**config.mk**
```make
export PLATFORM = sky130hd
export DESIGN_NAME = serial_parity_transmitter
export DESIGN_NICKNAME = d
export VERILOG_FILES = /design/src/rtl/serial_parity_transmitter_pkg.sv /design/src/rtl/parity_accumulator.sv /design/src/rtl/serial_parity_transmitter.sv
export SDC_FILE = /design/constraint.sdc
export NUM_CORES = 1
export LEC_CHECK = 0
export ABC_AREA = 1
export CAP_MARGIN = 5
export CORE_ASPECT_RATIO = 1.25
export CORE_MARGIN = 2
export CORE_UTILIZATION = 45
export CTS_CLUSTER_DIAMETER = 100
export DETAILED_ROUTE_END_ITERATION = 6
export PLACE_DENSITY_LB_ADDON = 0.3
export SYNTH_ARGS = -nofsm -noshare
export SYNTH_HDL_FRONTEND = slang
export SYNTH_SLANG_ARGS = --single-unit
```
**constraint.sdc**
```tcl
create_clock -name clk -period 1.5 [get_ports clk]
set_input_delay 0.225 -clock clk [delete_from_list [all_inputs] [get_ports clk]]
set_output_delay 0.225 -clock clk [all_outputs]
set_load 0.005 [all_outputs]
```
**src/rtl/serial_parity_transmitter_pkg.sv**
```systemverilog
// Shared definitions for the serial parity link (transmitter and checker).
package serial_parity_transmitter_pkg;

  typedef enum logic [1:0] {
    IDLE   = 2'd0,
    DATA   = 2'd1,
    PARITY = 2'd2
  } state_e;

  localparam bit MODE_EVEN = 1'b0;
  localparam bit MODE_ODD  = 1'b1;

  // Parity bit on the wire given the accumulated XOR of the data bits.
  function automatic logic parity_bit(input logic acc, input bit mode);
    return acc ^ mode;
  endfunction

endpackage

```
**src/rtl/parity_accumulator.sv**
```systemverilog
// Running parity toggle register: flips on each enabled 1, holds on 0.
module parity_accumulator (
  input  logic clk,
  input  logic rst,
  input  logic clr,
  input  logic en,
  input  logic din,
  output logic par
);

  // Clear wins over enable so a word load always starts from zero.
  always_ff @(posedge clk) begin
    if (!rst)          par <= 1'b0;
    else if (clr)      par <= 1'b0;
    else if (en && din) par <= ~par;
  end

endmodule

```
**src/rtl/serial_parity_transmitter.sv**
```systemverilog
// Serial parity transmitter: LSB-first data bits followed by one parity bit.
module serial_parity_transmitter
  import serial_parity_transmitter_pkg::*;
#(
  parameter int WIDTH = 8,
  parameter bit ODD   = MODE_EVEN
) (
  input  logic             clk,
  input  logic             rst,
  input  logic             start,
  input  logic [WIDTH-1:0] data,
  output logic             ready,
  output logic             out,
  output logic             valid,
  output logic             is_parity,
  output logic             busy
);

  localparam int CNT_W = $clog2(WIDTH);

  state_e           state;
  logic [WIDTH-1:0] sh;
  logic [CNT_W-1:0] cnt;
  logic             par;
  logic             accept;
  logic             last;
  logic             par_next;

  // ready is only high in IDLE and PARITY, so this is the accept condition.
  assign accept   = start && ready;
  assign last     = (cnt == CNT_W'(WIDTH-1));
  assign par_next = par ^ sh[0];

  parity_accumulator u_acc (
    .clk (clk),
    .rst (rst),
    .clr (accept),
    .en  (state == DATA),
    .din (sh[0]),
    .par (par)
  );

  always_ff @(posedge clk) begin
    if (!rst) begin
      state     <= IDLE;
      sh        <= '0;
      cnt       <= '0;
      out       <= 1'b0;
      valid     <= 1'b0;
      ready     <= 1'b1;
      is_parity <= 1'b0;
      busy      <= 1'b0;
    end else begin
      case (state)
        IDLE, PARITY: begin
          if (accept) begin
            state     <= DATA;
            sh        <= data;
            cnt       <= '0;
            out       <= data[0];
            valid     <= 1'b1;
            ready     <= 1'b0;
            is_parity <= 1'b0;
            busy      <= 1'b1;
          end else begin
            state     <= IDLE;
            out       <= 1'b0;
            valid     <= 1'b0;
            ready     <= 1'b1;
            is_parity <= 1'b0;
            busy      <= 1'b0;
          end
        end
        DATA: begin
          sh  <= sh >> 1;
          cnt <= cnt + 1'b1;
          if (last) begin
            // Parity register lags by one bit, so fold in the last data bit here.
            state     <= PARITY;
            out       <= parity_bit(par_next, ODD);
            is_parity <= 1'b1;
            ready     <= 1'b1;
          end else begin
            out <= sh[1];
          end
        end
        default: begin
          state     <= IDLE;
          out       <= 1'b0;
          valid     <= 1'b0;
          ready     <= 1'b1;
          is_parity <= 1'b0;
          busy      <= 1'b0;
        end
      endcase
    end
  end

endmodule
```
==> impl_metrics.tcl, run 1 <==
set metrics [dict create \
    yosys_warnings 0 \
    crit_start "ready" \
    die_w_um 41.76 \
    place_area_um2 987.2 \
    finalHoldViolCount 0 \
    worstMarginPinSlew_ns 0.3379 \
    cts_buffers 3 \
    tns_ns 0 \
    grt_pass1_vias 676 \
    cts.reportedPaths.clkPinSlew_ns 0.10 \
    required_ns 1.27 \
    antenna_found_initial 0 \
    die_h_um 51.20 \
    synth-main-ff-cell "dfxtp_1" \
    period_minus_slack_ns 1.421 \
    drv_cap 0 \
    grt_setup_unrepaired "no" \
    syn_nets 126 \
    regToRegStartpoint "cnt[0]" \
    cp_slowest_cell "clkdlybuf4s50_1" \
    crit_type "register to output pin" \
    holdCritStartpoint "cnt[2]" \
    cp.arrival_ns 1.20 \
    dieArea_um2 2138 \
    rows 17 \
    routedWlPerCell_um 9.954 \
    yosysTopAreaCell "dfxtp_1" \
    core_um2 1723 \
    final_area_um2 1025 \
    grt_overflow 0 \
    setup_viol 0 \
    ys_seq_elements 18 \
    diodes 0 \
    startpoint_type "register" \
    final_antenna_net_count 0 \
    clock_path_buffers 2 \
    cpPeakStageDelay_ns 0.51 \
    drt-total-wl_mm 1.513 \
    power_per_cell_area_nw_per_um2 1037 \
    syn_area_um2 802.0 \
    synthTopCellsByArea "dfxtp_1, nand2_1, nor2_1, nand3_1, a21oi_1" \
    status "completed" \
    io_buffers 15 \
    critPathCaptureType "output pin" \
    slew_headroom_pct 77.42 \
    vias_per_cell 4.789 \
    ios 16 \
    postSynthCellCount 113 \
    clock_latency_ns 0.30 \
    synth.top_cell.area_share_pct 44.93 \
    regToRegSetupSlack_ns 0.25 \
    total_power_mw 1.063 \
    grt_max_degree 15 \
    holdWs_ns 0.4726 \
    place_congestion 0.8038 \
    cts-root-buf "clkbuf_4" \
    num_vias 728 \
    tritoncts "built" \
    critPathMaxFanout 6 \
    syn2layout_area_growth_pct 27.77 \
    synth_cell_types 17 \
    cp_top_family "buffers and inverters" \
    grt_pass1_wl_mm 2.587 \
    initial_core_util_pct 46.55 \
    nNetsFinal 147 \
    async_reset_ff_share_pct 0 \
    cp_cell_sequence "clkdlybuf4s50_1" \
    p_leak_nw 0.4386 \
    drt_iter0_drc 3 \
    period_share_pct 94.74 \
    synthTopCellsByCount "nand2_1, nor2_1, dfxtp_1, nand3_1, inv_1" \
    clock.fmax_mhz 703.7 \
    drive_gt1_share_pct 12.78 \
    maxSlewViolCount 0 \
    avgSynthCellArea_um2 7.098 \
    yosysMostFrequentCell "nand2_1" \
    cts_sinks 18 \
    dr.pass1.iters 4 \
    grt_usage_pct 16.36 \
    htree_levels 1 \
    dp_hpwl_mm 1.128 \
    post-cts-setup-buffer-count 0 \
    peakVddDrop_uv 547.7 \
    path_buf_inv 1 \
    post-route-drc-count 0 \
    synth_seq_area_share_pct 44.93 \
    hold_class "register to register" \
    synth_edf_count 0 \
    hold_buffers 0 \
    skew_ns 0.002374 \
]
==> metrics by stage <==
step	utilization [%]	worst slack, ns	std cells
2_1_floorplan	-	0.3776	113
3_3_place_gp	57.30	0.1744	148
3_5_place_dp	57.30	0.1457	148
4_1_cts	59.48	0.06506	152
5_1_grt	59.48	0.03389	152
6_report	59.48	0.07885	152
==> path summary, 6_finish.rpt <==
path                            endpoint  depth (start not counted)
worst min-delay path              cnt[2]                          2
worst max-delay path               ready                          1
worst max register to register     ready                          6
worst min register to register    cnt[2]                          2
==> timing repair <==
action | in CTS | in global routing
gates resized for setup | 1 | 0
setup endpoints to repair | 1 | 0
hold endpoints to repair | 0 | 0
==> sequential cells by signal (all words and copies together) (netlist names) <==
| signal | cells |
|---|---|
| out | 1 |
| u_acc.par | 1 |
| sh | 8 |
| state | 2 |
| ready | 1 |
| is_parity | 1 |
| cnt | 3 |
| busy | 1 |
==> cell families (layout without fill, tap and decap cells) <==
logic type	count (synthesis)	after routing	share of synthesized area [%]
DFF	18	18	44.93
and+or+nand+nor	64	64	34.01
AOI/OAI and AO/OA	16	16	10.45
adders and majority gates	2	2	3.120
buffers and inverters	13	33	7.489
==> layout by cell type, fill, tap and decap left out <==
cell type | synthesis | layout
nand2_2 | 2 | 2
ha_1 | 2 | 2
dfxtp_2 | 0 | 1
nand4_1 | 1 | 1
nand3_1 | 9 | 9
nand2_1 | 30 | 30
a21oi_1 | 6 | 6
clkbuf_4 | 0 | 3
nor2_1 | 20 | 20
a21oi_2 | 1 | 1
clkbuf_8 | 0 | 1
dfxtp_1 | 18 | 17
nor2_4 | 1 | 1
o21ai_1 | 6 | 6
inv_2 | 2 | 2
inv_1 | 7 | 7
buf_4 | 3 | 5
nand3_2 | 1 | 1
o21ai_0 | 3 | 3
clkdlybuf4s50_1 | 0 | 15
==> final cells by class <==
cell class              instances  area, um2
fillers                       170      698.2
flip-flops and latches         18      361.6
inverters                       9      33.78
well taps                      19      23.77
clock buffers                   4      36.28
repair buffers                 20      187.7
multi-input cells              82      381.6
==> report_power, final <==
group / total, mW / switching, mW / internal, mW
registers: 0.546 / 0.0255 / 0.520
logic: 0.214 / 0.114 / 0.0998
clock network: 0.303 / 0.155 / 0.148
total: 1.06 / 0.294 / 0.769
==> per-layer routing <==
metal / up-vias / global-route usage (%) / part of all wire, %
met5: - / 0 / 0
met2: 13 / 27.86 / 46
met4: 0 / 15.05 / 3.4
li1: 397 / - / -
met3: 5 / 2.473 / 3.4
met1: 313 / 17.07 / 47
(Power assumes the default switching activity.)
==> run 2, diff against run 1 <==
Settings changed: SKIP_CTS_REPAIR_TIMING set to 1.
==> results of run 2 <==
The final DEF is identical to that of run 1; final timing and power are the same.
